==> config.mk <==
export PLATFORM = sky130hd
export DESIGN_NAME = key_cmd_scheduler_flat
export DESIGN_NICKNAME = d
export VERILOG_FILES = /design/src/rtl/key_cmd_if.sv /design/src/rtl/key_cmd_scheduler.sv /design/src/flat_wrapper.sv
export SDC_FILE = /design/constraint.sdc
export NUM_CORES = 1
export LEC_CHECK = 0
export ABC_AREA = 1
export CAP_MARGIN = 20
export CORE_MARGIN = 2
export CORE_UTILIZATION = 59
export CTS_CLUSTER_DIAMETER = 40
export DETAILED_ROUTE_END_ITERATION = 8
export PLACE_DENSITY = 0.9
export SYNTH_ARGS = -nofsm -noshare
export SYNTH_HDL_FRONTEND = slang
export SYNTH_SLANG_ARGS = --single-unit
==> constraint.sdc <==
create_clock -name clock -period 2.9 [get_ports clock]
set_input_delay 0.725 -clock clock [delete_from_list [all_inputs] [get_ports clock]]
set_output_delay 0.725 -clock clock [all_outputs]
set_load 0.1 [all_outputs]
==> src/rtl/key_cmd_if.sv <==
// key_cmd_if: valid/ready command channel carrying one key code per transfer.
interface key_cmd_if;
    logic       cmd_valid;
    logic       cmd_ready;
    logic [3:0] cmd_code;
    logic       cmd_repeat;
    modport master (output cmd_valid, cmd_code, cmd_repeat, input cmd_ready);
    modport slave (input cmd_valid, cmd_code, cmd_repeat, output cmd_ready);
endinterface

==> src/rtl/key_cmd_scheduler.sv <==
// key_cmd_scheduler: serializes key presses by fixed priority, adds typematic repeat
// for movement keys, and queues the resulting commands in a small FIFO.
module key_cmd_scheduler #(
    parameter int REPEAT_DELAY = 25_000_000,
    parameter int REPEAT_RATE  = 5_000_000,
    parameter int FIFO_DEPTH   = 4
) (
    input  logic                         clock,
    input  logic                         reset,
    input  logic [9:0]                   keys,
    input  logic                         clear_dropped,
    key_cmd_if.master                    cmd,
    output logic                         dropped,
    output logic [$clog2(FIFO_DEPTH):0]  fifo_level
);
    localparam int AW = $clog2(FIFO_DEPTH);
    localparam int CW = $clog2(REPEAT_DELAY > REPEAT_RATE ? REPEAT_DELAY : REPEAT_RATE) + 1;
    typedef enum logic [1:0] {IDLE, DELAY, REPEAT} state_t;
    state_t         state, state_n;
    logic [CW-1:0]  cnt, cnt_n;
    logic [2:0]     trk, trk_n;
    logic           rep_pend, rep_pend_n, rep_drop;
    logic [9:0]     key_q, pending, pending_n, rise;
    logic [3:0]     sel;
    logic [4:0]     mem [FIFO_DEPTH];
    logic [AW-1:0]  wr_ptr, rd_ptr;
    logic           has_pend, pop, push, key_push, rep_push, retrack;
    always_comb begin
        rise = keys & ~key_q;
        has_pend = |pending;
        sel = '0;
        for (int i = 9; i >= 0; i--)
            if (pending[i]) sel = 4'(i);
        pop = cmd.cmd_valid & cmd.cmd_ready;
        push = (fifo_level != (AW+1)'(FIFO_DEPTH) || pop) && (has_pend || rep_pend);
        key_push = push & has_pend;
        rep_push = push & ~has_pend;
        retrack = key_push & ~sel[3];
        pending_n = (pending & ~(10'(key_push) << sel)) | rise;
    end
    // a new movement press retracks before release or expiry is considered
    always_comb begin
        state_n = state;
        cnt_n = cnt;
        trk_n = trk;
        rep_pend_n = rep_pend & ~rep_push;
        rep_drop = 1'b0;
        if (retrack) begin
            state_n = DELAY;
            trk_n = sel[2:0];
            cnt_n = CW'(REPEAT_DELAY - 1);
            rep_pend_n = 1'b0;
        end else if (state != IDLE && !keys[trk]) begin
            state_n = IDLE;
            rep_pend_n = 1'b0;
        end else if (state != IDLE && cnt == '0) begin
            state_n = REPEAT;
            cnt_n = CW'(REPEAT_RATE - 1);
            rep_pend_n = 1'b1;
            rep_drop = rep_pend & ~rep_push;
        end else if (state != IDLE) begin
            cnt_n = cnt - 1'b1;
        end
    end
    always_ff @(posedge clock or negedge reset) begin
        if (!reset) begin
            key_q <= '1;
            pending <= '0;
            state <= IDLE;
            cnt <= '0;
            trk <= '0;
            rep_pend <= 1'b0;
            wr_ptr <= '0;
            rd_ptr <= '0;
            fifo_level <= '0;
            dropped <= 1'b0;
        end else begin
            key_q <= keys;
            pending <= pending_n;
            state <= state_n;
            cnt <= cnt_n;
            trk <= trk_n;
            rep_pend <= rep_pend_n;
            wr_ptr <= wr_ptr + AW'(push);
            rd_ptr <= rd_ptr + AW'(pop);
            fifo_level <= fifo_level + (AW+1)'(push) - (AW+1)'(pop);
            dropped <= (|(rise & pending)) | rep_drop | (dropped & ~clear_dropped);
        end
    end
    always_ff @(posedge clock)
        if (push) mem[wr_ptr] <= {~has_pend, has_pend ? sel : {1'b0, trk}};
    assign cmd.cmd_valid = |fifo_level;
    assign cmd.cmd_code = cmd.cmd_valid ? mem[rd_ptr][3:0] : '0;
    assign cmd.cmd_repeat = cmd.cmd_valid & mem[rd_ptr][4];
endmodule

==> src/flat_wrapper.sv <==
// flat-port wrapper written by rule: the top's interface ports become plain ports
module key_cmd_scheduler_flat 
#(
    parameter int REPEAT_DELAY = 25_000_000,
    parameter int REPEAT_RATE  = 5_000_000,
    parameter int FIFO_DEPTH   = 4
)
  (clock, reset, keys, clear_dropped, dropped, fifo_level, cmd_cmd_valid, cmd_cmd_code, cmd_cmd_repeat, cmd_cmd_ready);
  key_cmd_if cmd_i ();
  input  logic clock;
  input  logic reset;
  input  logic [9:0] keys;
  input  logic clear_dropped;
  output logic dropped;
  output logic [$clog2(FIFO_DEPTH):0] fifo_level;
  output wire logic [$bits(cmd_i.cmd_valid)-1:0] cmd_cmd_valid;
  output wire logic [$bits(cmd_i.cmd_code)-1:0] cmd_cmd_code;
  output wire logic [$bits(cmd_i.cmd_repeat)-1:0] cmd_cmd_repeat;
  input wire logic [$bits(cmd_i.cmd_ready)-1:0] cmd_cmd_ready;
  assign cmd_cmd_valid = cmd_i.cmd_valid;
  assign cmd_cmd_code = cmd_i.cmd_code;
  assign cmd_cmd_repeat = cmd_i.cmd_repeat;
  assign cmd_i.cmd_ready = cmd_cmd_ready;
  key_cmd_scheduler #(.REPEAT_DELAY(REPEAT_DELAY), .REPEAT_RATE(REPEAT_RATE), .FIFO_DEPTH(FIFO_DEPTH)) u_core (.clock(clock), .reset(reset), .keys(keys), .clear_dropped(clear_dropped), .cmd(cmd_i), .dropped(dropped), .fifo_level(fifo_level));
endmodule
# ---- Yosys cells after proc, flatten, opt, wreduce, memory -nomap -nowiden
# Memories as Yosys holds them, arrays and structs flattened.
# Cells that the tools add are included.
dict set report totals {
  mem_bits_rw 20
  inputBits 14
  n_memories 1
  elab_cells 82
  regBits 60
  output_inout_bits 10
}
# name depth word_bits rd rd_clocked_by_memory_dff wr line
set memory_table {}
lappend memory_table {u_core.mem 4 5 1 0 1 key_cmd_scheduler.sv:25} ;# logic [4:0] mem [FIFO_DEPTH];
dict set report op_classes {
  reduce_logical 14
  bitwise_logic 19
  shift 1
  n_eq_ne 2
  mux 29
  n_addsub 5
  magnitude_cmp 1
}
# operator n
set ops {}
lappend ops {{$mux 26} 4}
lappend ops {{$mux 4} 12}
lappend ops {{$and 10x10->10} 3}
lappend ops {{$logic_not 26->1} 1}
lappend ops {{$sub 26x1->26 const B} 1}
lappend ops {{$not 10->10} 2}
lappend ops {{$reduce_or 10->1} 2}
lappend ops {{$or 10x10->10} 1}
lappend ops {{$shl 1x4->10} 1}
lappend ops {{$mux 1} 9}
lappend ops {{$and 1x1->1} 7}
lappend ops {{$mux 2} 3}
lappend ops {{$reduce_bool 3->1} 2}
lappend ops {{$lt 3x5->1 const B} 1}
lappend ops {{$add 2x1->2} 2}
lappend ops {{$not 1->1} 4}
lappend ops {{$add 3x1->3} 1}
lappend ops {{$bmux 1 s3} 1}
lappend ops {{$logic_and 1x1->1} 3}
lappend ops {{$ne 3x3->1 const B} 1}
lappend ops {{$reduce_or 3->1} 1}
lappend ops {{$sub 3x1->3} 1}
lappend ops {{$logic_or 1x1->1} 2}
lappend ops {{$ne 2x1->1 const B} 1}
lappend ops {{other kinds (4)} 5}

# ---- Logic depth before layout (Yosys ltp)
dict set report logic_depth {
  ltp_word 15
  ltp_mapped 13
  depth_no_buf 13
}

# ---- Least setup slack after synthesis
# Ideal clock, no wire load.
dict set report synth_timing {
  path_kind {register to output}
  from {reg u_core.fifo_level[1]}
  to {out cmd_cmd_code[0]}
  required_time_ns 2.175
  n_path_buf 0
  setup_slack_ns -0.585
  arrival_time_ns 2.760
  path_stages_with_launch 3
  cell_sequence {dfrtp_1 > nor3_1 > a21oi_1}
}
dict set report synth_via {
  elab_chain_cells 2
}
# item line
set synth_lines {}
lappend synth_lines {{start: declaration} key_cmd_scheduler.sv:14} ;# output logic [$clog2(FIFO_DEPTH):0] fifo_level
lappend synth_lines {{start signal: assignment} key_cmd_scheduler.sv:86} ;# fifo_level <= fifo_level + (AW+1)'(push) - (AW+1)'(pop);
lappend synth_lines {{$reduce_or 3->1} key_cmd_scheduler.sv:92} ;# assign cmd.cmd_valid = |fifo_level;
lappend synth_lines {{$mux 4} key_cmd_scheduler.sv:93} ;# assign cmd.cmd_code = cmd.cmd_valid ? mem[rd_ptr][3:0] : '0;
lappend synth_lines {{end: declaration} flat_wrapper.sv:17} ;# output wire logic [$bits(cmd_i.cmd_code)-1:0] cmd_cmd_code;
# No other way between the ends.

# ---- Worst setup path after layout
dict set report layout_timing {
  from {reg u_core.rd_ptr[0]}
  to {out cmd_cmd_code[0]}
}
dict set report layout_via {
  elab_chain_cells 2
}
# item line
set layout_lines {}
lappend layout_lines {{start: declaration} key_cmd_scheduler.sv:26} ;# logic [AW-1:0] wr_ptr, rd_ptr;
lappend layout_lines {{start signal: assignment} key_cmd_scheduler.sv:85} ;# rd_ptr <= rd_ptr + AW'(pop);
lappend layout_lines {{$mem_v2 4x5} n/a}
lappend layout_lines {{$mux 4} key_cmd_scheduler.sv:93}
# No other way between the ends.

==> summary.md <==
| Metric | Value |
|---|---|
| Cell family with most CP delay | buffers and inverters |
| CTS Buffer Depth | 2 |
| Share of synthesized registers carrying an async set or reset | 0.750 |
| CP Cell Sequence | inv_1, o21ai_0, a21oi_1, buf_4 |
| Max Clock Freq | 0.398 GHz |
| Crit-path max cell delay | 520 ps |
| Tot GR Track Use | 0.252 |
| Final worst path period need | 2510 ps |
| CTS tree | built |
| Starting density of the core | 0.606 |
| Number of global-route vias before repair | 3,393 |
| Final max-slew violation count | 0 |
| Rows | 30 |
| Die H | 87.1 µm |
| Top-Level Pins | 24 |
| Postcts setup bufs | 0 |
| CTS Root Cell | clkbuf_8 |
| CTS Buf Count | 9 |
| FF+latch count, synth | 80 |
| Post-CTS Resized | 0 |
| Dpl hpwl | 6520 µm |
| Sw frac | 0.473 |
| Post-Place Worst Slack | 145 ps |
| DRC | 0 |
| Layout cell share with drive strength beyond 1 | 0.110 |
| Area Growth Syn to Fin | 12.4% |
| DRT Pass-1 Iters | 5 |
| CP max stage cell | dfrtp_1 |
| Pint | 2230 µW |
| Largest net degree at the start of global routing | 26 |
| Mapped Nets | 505 |
| Die width | 87.1 µm |
| Pwr per Cell Area | 923 mW/mm² |
| Leak | 0.00204 µW |
| Post-synth EDFFs | 20 |
| Syn_area_per_cell | 8.42 µm² |
| Post-synth top flop | dfrtp_1 |
| Mapped Cells | 484 |
| Finish-stage setup viols | 0 |
| Worst Max-Slew Pin Slew | 746 ps |
| H-tree depth | 3 |
| Clock share of power | 0.171 |
| Port buffer count | 23 |
| Yosys warns | 0 |
| Logic gate share of total power | 0.446 |
| CP Capture Type | output pin |
| Total core area | 0.00672 mm² |
| Switching component of the power | 2000 µW |
| Worst hold-check path type | in -> async |
| CP bufs+invs | 2 |
| Hold Buf Count CTS | 0 |
| Worst Path Class, Setup | reg -> out |
| Commonest non-fill, non-tap cell in the layout | nand2_1 |
| Sequential share of the synthesized area | 0.519 |
| Critical path launch point type | flip-flop |
| DRT antenna net count | 0 |
| Final worst slack | 387 ps |
| RSZ-0062 raised after global routing | no |
| Max_cap viols | 0 |
| Status | complete, no violations |
| Remaining Overflow, GRT | 0 |
| Total Nets Final | 544 |
| Clk pin slew, worst setup/hold paths | 90 ps |
| Mapped Area | 0.00407 mm² |
| Vias | 3,400 |
| Final Hold Fails | 0 |
| IR drop worst, VDD | 0.387 mV |
| N_diodes | 0 |
| Period utilisation layout | 0.866 |
| Clock net sink count | 80 |
| Clock latency on the worst-skew pair | 360 ps |
| Slew HR | 0.499 |
| Sequential power share | 0.382 |
| Vias/cell | 5.59 |
| Setup Total Neg Slack | 0 ps |
| Crit path DAT | 1790 ps |
| Wire per inst | 14.4 µm |
| Layout Skew | 13.1 ps |
| Initial DRC Count | 169 |
| Worst EP required | 2170 ps |
| Most frequent cells in the layout | 94 x nand2_1, 70 x nor2_1, 69 x inv_1 |
| Cell variety after synth | 37 |
| First-pass GRT wire length | 15,000 µm |
| Routed WL | 8760 µm |
| Final GP Congestion | 0.898 |
| Crit Path Max Fanout | 12 |
| Die area | 0.00759 mm² |
| Initial antenna violation count | 0 |
synthesized netlist by cell type (2+ instances only):
library cell | instances | area (µm²)
o22ai_1 | 3 | 18.8
nand2_1 | 94 | 353
xnor2_1 | 3 | 26.3
nand3_2 | 2 | 20.0
edfxtp_1 | 20 | 601
dfrtp_1 | 50 | 1250
a21oi_1 | 17 | 85.1
dfstp_2 | 10 | 263
or2_2 | 4 | 25.0
nor3_1 | 9 | 45.0
a31oi_1 | 2 | 12.5
nand4_1 | 15 | 93.8
o21ai_1 | 4 | 20.0
nand3_1 | 27 | 135
inv_2 | 2 | 7.51
xor2_1 | 13 | 114
o21ai_0 | 37 | 185
inv_1 | 69 | 259
clkbuf_1 | 2 | 7.51
buf_6 | 2 | 22.5
nor2_1 | 70 | 263
ha_1 | 6 | 75.1
o211ai_1 | 5 | 37.5
o21bai_1 | 5 | 37.5
registers in the layout, summed over array words and instances (netlist names):
register and flops:
u_core.dropped 1, u_core.state 2, u_core.key_q 10, u_core.pending 10, u_core.fifo_level 3, u_core.trk 3
u_core.rep_pend 1, u_core.mem 20, u_core.rd_ptr 2, u_core.cnt 26, u_core.wr_ptr 2
kinds of logic (layout without fill, tap and decap cells):
group,Yosys count,after routing,synth area share
adder cells (fa/ha/maj),7,7,0.0233
buffers and inverters,78,122,0.0762
flip-flops,80,80,0.519
AO/OA/AOI/OAI,76,76,0.104
AND/OR/NAND/NOR,227,227,0.243
XOR/XNOR,16,16,0.0344
metrics by stage:
step           hold slack, ps  std cells  power [µW]  area, µm²  utilization
3_3_place_gp              482        592        3440       4410        0.657
4_1_cts                   331        608        4220       4580        0.682
5_1_grt                   352        608        4470       4580        0.682
6_report                  318        608        4230       4580        0.682
3_5_place_dp              497        592        3510       4410        0.657
2_1_floorplan             429        484        3040       4070            -
layout make-up:
cell class	instances	area (µm²)
multi-input cells	326	1650
fillers	525	2140
flip-flops and latches	80	2110
inverters	73	275
well taps	80	100
repair buffers	33	275
clock buffers	11	131
clock inverters	5	33.8
routing by layer:
layer,global-route usage,vias up,part of all wire
met1,0.306,1585,0.41
met5,0,-,0
li1,-,1657,-
met2,0.441,132,0.50
met3,0.0427,26,0.055
met4,0.109,0,0.029
path summary, 6_finish.rpt:
path | startpoint | endpoint | slack (ps) | cells past startpoint
min in group clock | u_core.dropped$_DFF_PN0_ | u_core.dropped$_DFF_PN0_ | 520 | 2
max in group asynchronous | reset | u_core.wr_ptr[1]$_DFF_PN0_ | 1850 | 2
worst max-delay path | u_core.rd_ptr[0]$_DFF_PN0_ | cmd_cmd_code[0] | 390 | 4
worst max register to register | u_core.pending[2]$_DFF_PN0_ | u_core.fifo_level[1]$_DFF_PN0_ | 480 | 11
worst min-delay path | reset | u_core.pending[7]$_DFF_PN0_ | 320 | 1
worst min register to register | u_core.dropped$_DFF_PN0_ | u_core.dropped$_DFF_PN0_ | 520 | 2
power by group through the flow:
stage	Sequential [µW]	Combinational (µW)	Clock, µW
after floorplan	1730	1310	0
after global placement	1620	1820	0
after detailed placement	1640	1880	0
after CTS	1610	1890	721
after global routing	1650	2060	770
final	1620	1890	725
worst register-to-register path: cells and delay by family (launching register included):
| family | cells | cell delay, ps |
|---|---|---|
| and+or+nand+nor | 3 | 390 |
| adders and majority gates | 2 | 620 |
| buffers and inverters | 5 | 530 |
| DFF | 1 | 410 |
| AOI/OAI and AO/OA | 1 | 430 |
No activity file was read; power rests on OpenSTA's default activity.
==> patch, RTL diff (same flow settings) <==
Re-encode `state_t` (3 states) as one-hot, 3 bits wide.
--- a/src/rtl/key_cmd_scheduler.sv
+++ b/src/rtl/key_cmd_scheduler.sv
@@ -15,7 +15,7 @@
 );
     localparam int AW = $clog2(FIFO_DEPTH);
     localparam int CW = $clog2(REPEAT_DELAY > REPEAT_RATE ? REPEAT_DELAY : REPEAT_RATE) + 1;
-    typedef enum logic [1:0] {IDLE, DELAY, REPEAT} state_t;
+    typedef enum logic [2:0] {IDLE = 3'b001, DELAY = 3'b010, REPEAT = 3'b100} state_t;
     state_t         state, state_n;
     logic [CW-1:0]  cnt, cnt_n;
     logic [2:0]     trk, trk_n;
Function: no difference found for any inputs over 4 cycles, from zero or initial values and one cycle with reset low; so few cycles prove little.
==> patch against the original RTL <==
- global-route usage shrank 0.24 points
- count of clock-buffer cells in the layout shrank 1
- design area grew 2.0%
- synthesized area grew 1.9%
- worst setup slack lost 8.8 ps
- first-iteration DRC count grew 67%
- clock power grew 5.9%
- power grew 2.6%
- critical path type unchanged
- routed wire length shrank 0.24%
- largest cell class unchanged
- sequential cell count grew 1
- critical endpoint is now cmd_cmd_code[1]
==> patch: results (changes against the original RTL) <==
Status
  • Status: complete, no violations

Timing
  • Worst-Margin Slew: 778 ps (+32.2 ps)
  • Clk_skew: 14.6 ps (+1.50 ps)

Placement
  • DPL Wire Length: 6430 um (-1.3%)
  • GPL Wtd Cong: 0.902 (+0.46%)

Layout
  • Final #Nets: 535 (-1.7%)
  • Fill cell count: 498 (-5.1%)
  • Layout cells sized above 1: 0.154 (+0.0443)

Power and ir drop
  • Worst vdd rail ir drop: 0.416 mV (+7.5%)
  • Leakage: 1.97 nW (-3.3%)

Global routing
  • Largest net degree at the start of global routing: 62 (+140%)
  • Number of global-route vias before repair: 3289 (-3.1%)
  • GRT Overall Usage: 0.249 (-0.00237)
  • First-pass GRT wire length: 14800 um (-1.2%)

Synthesis
  • Compound-Gate Fraction of Synth Area: 0.0886 (-0.0158)
  • Synth top cells by count: nand2_1, nor2_1, inv_1
  • Synth area leaders: dfrtp_1, edfxtp_1, nand2_1, dfstp_2, nor2_1
  • Proportion of synthesized area in mux cells: 0.00241 (+0.00241)
  • Xor/xnor share of the synthesized area: 0.0316 (-0.00275)
  • Post-synth net total: 499 (-1.2%)
  • Post-Synth Adder-Cell Area: 0.0229 (-0.000436)
  • Async set or reset register ratio after synthesis: 0.753 (+0.00309)
  • Sequential area share after synthesis: 0.516 (-0.00337)

Worst hold path
  • Hold Path Class: register to register

Worst setup path
  • R2r setup slk: 430 ps (-50 ps)

Drt
  • Number of vias per cell: 5.44 (-2.7%)
  • Routed wire length: 8740 um (-0.24%)
patch: changes by cell type in the layout (fill, tap and decap cells not counted), moves of 4 or more:
cell	unedited run	this run
inv_1	69	55
nor3_1	9	16
a21oi_1	17	21
buf_4	20	16
nand4_1	15	10
nand2_2	1	7
nor2_1	70	64
nand2_1	94	87
o21ai_0	37	31
nor2_2	0	9
o211ai_1	5	1
patch: layout make-up:
cell class                 count  share of cell area
clock buffer                  10              0.0273
clock inverter                 6              0.0110
inverter                      63              0.0533
multi-input combinational    330               0.372
sequential                    81               0.458
tap                           96              0.0257
timing repair buffer          29              0.0525
patch: logic make-up after synthesis:
logic type / after synthesis
simple gates: 240
flops: 81
compound gates: 67
buf+inv: 67
xor+xnor: 15
fa+ha+maj: 7
mux: 1
patch: final timing paths:
check,startpoint,end,cells after the start
min reg2reg,u_core.state[0]$_DFFE_PN1P_,u_core.state[0]$_DFFE_PN1P_,2
max reg2reg,u_core.pending[4]$_DFF_PN0_,u_core.fifo_level[1]$_DFF_PN0_,10
max in group asynchronous,reset,u_core.cnt[10]$_DFFE_PN0P_,2
min,u_core.state[0]$_DFFE_PN1P_,u_core.state[0]$_DFFE_PN1P_,2
max,u_core.rd_ptr[0]$_DFF_PN0_,cmd_cmd_code[1],4
min in group asynchronous,reset,u_core.pending[7]$_DFF_PN0_,2
patch: metrics by stage:
stage	instance area, um^2	hold WS (ps)	std cells	worst slack [ps]
2_1_floorplan	4150	429	478	-585
3_3_place_gp	4490	463	599	299
3_5_place_dp	4490	470	599	180
4_1_cts	4670	483	615	375
5_1_grt	4670	512	615	260
6_report	4670	487	615	378
patch: critical path, stage by stage, from the launching register on:
cell and delay (ps):
dfrtp_1 580, inv_1 240, o21ai_0 280, a21oi_1 100, buf_4 240
patch: power breakdown:
part	leakage (nW)	switching, mW	total (mW)	internal (mW)
Clock	0.0931	0.443	0.768	0.325
Sequential	0.848	0.177	1.64	1.46
Combinational	1.03	1.45	1.93	0.477
patch: routing by layer:
layer | track usage | wire, um | up-vias
met3 | 0.0481 | 436 | 17
met5 | 0 | 0 | -
met1 | 0.329 | 3860 | 1595
li1 | - | - | 1629
met2 | 0.413 | 4290 | 104
met4 | 0.0909 | 145 | 0
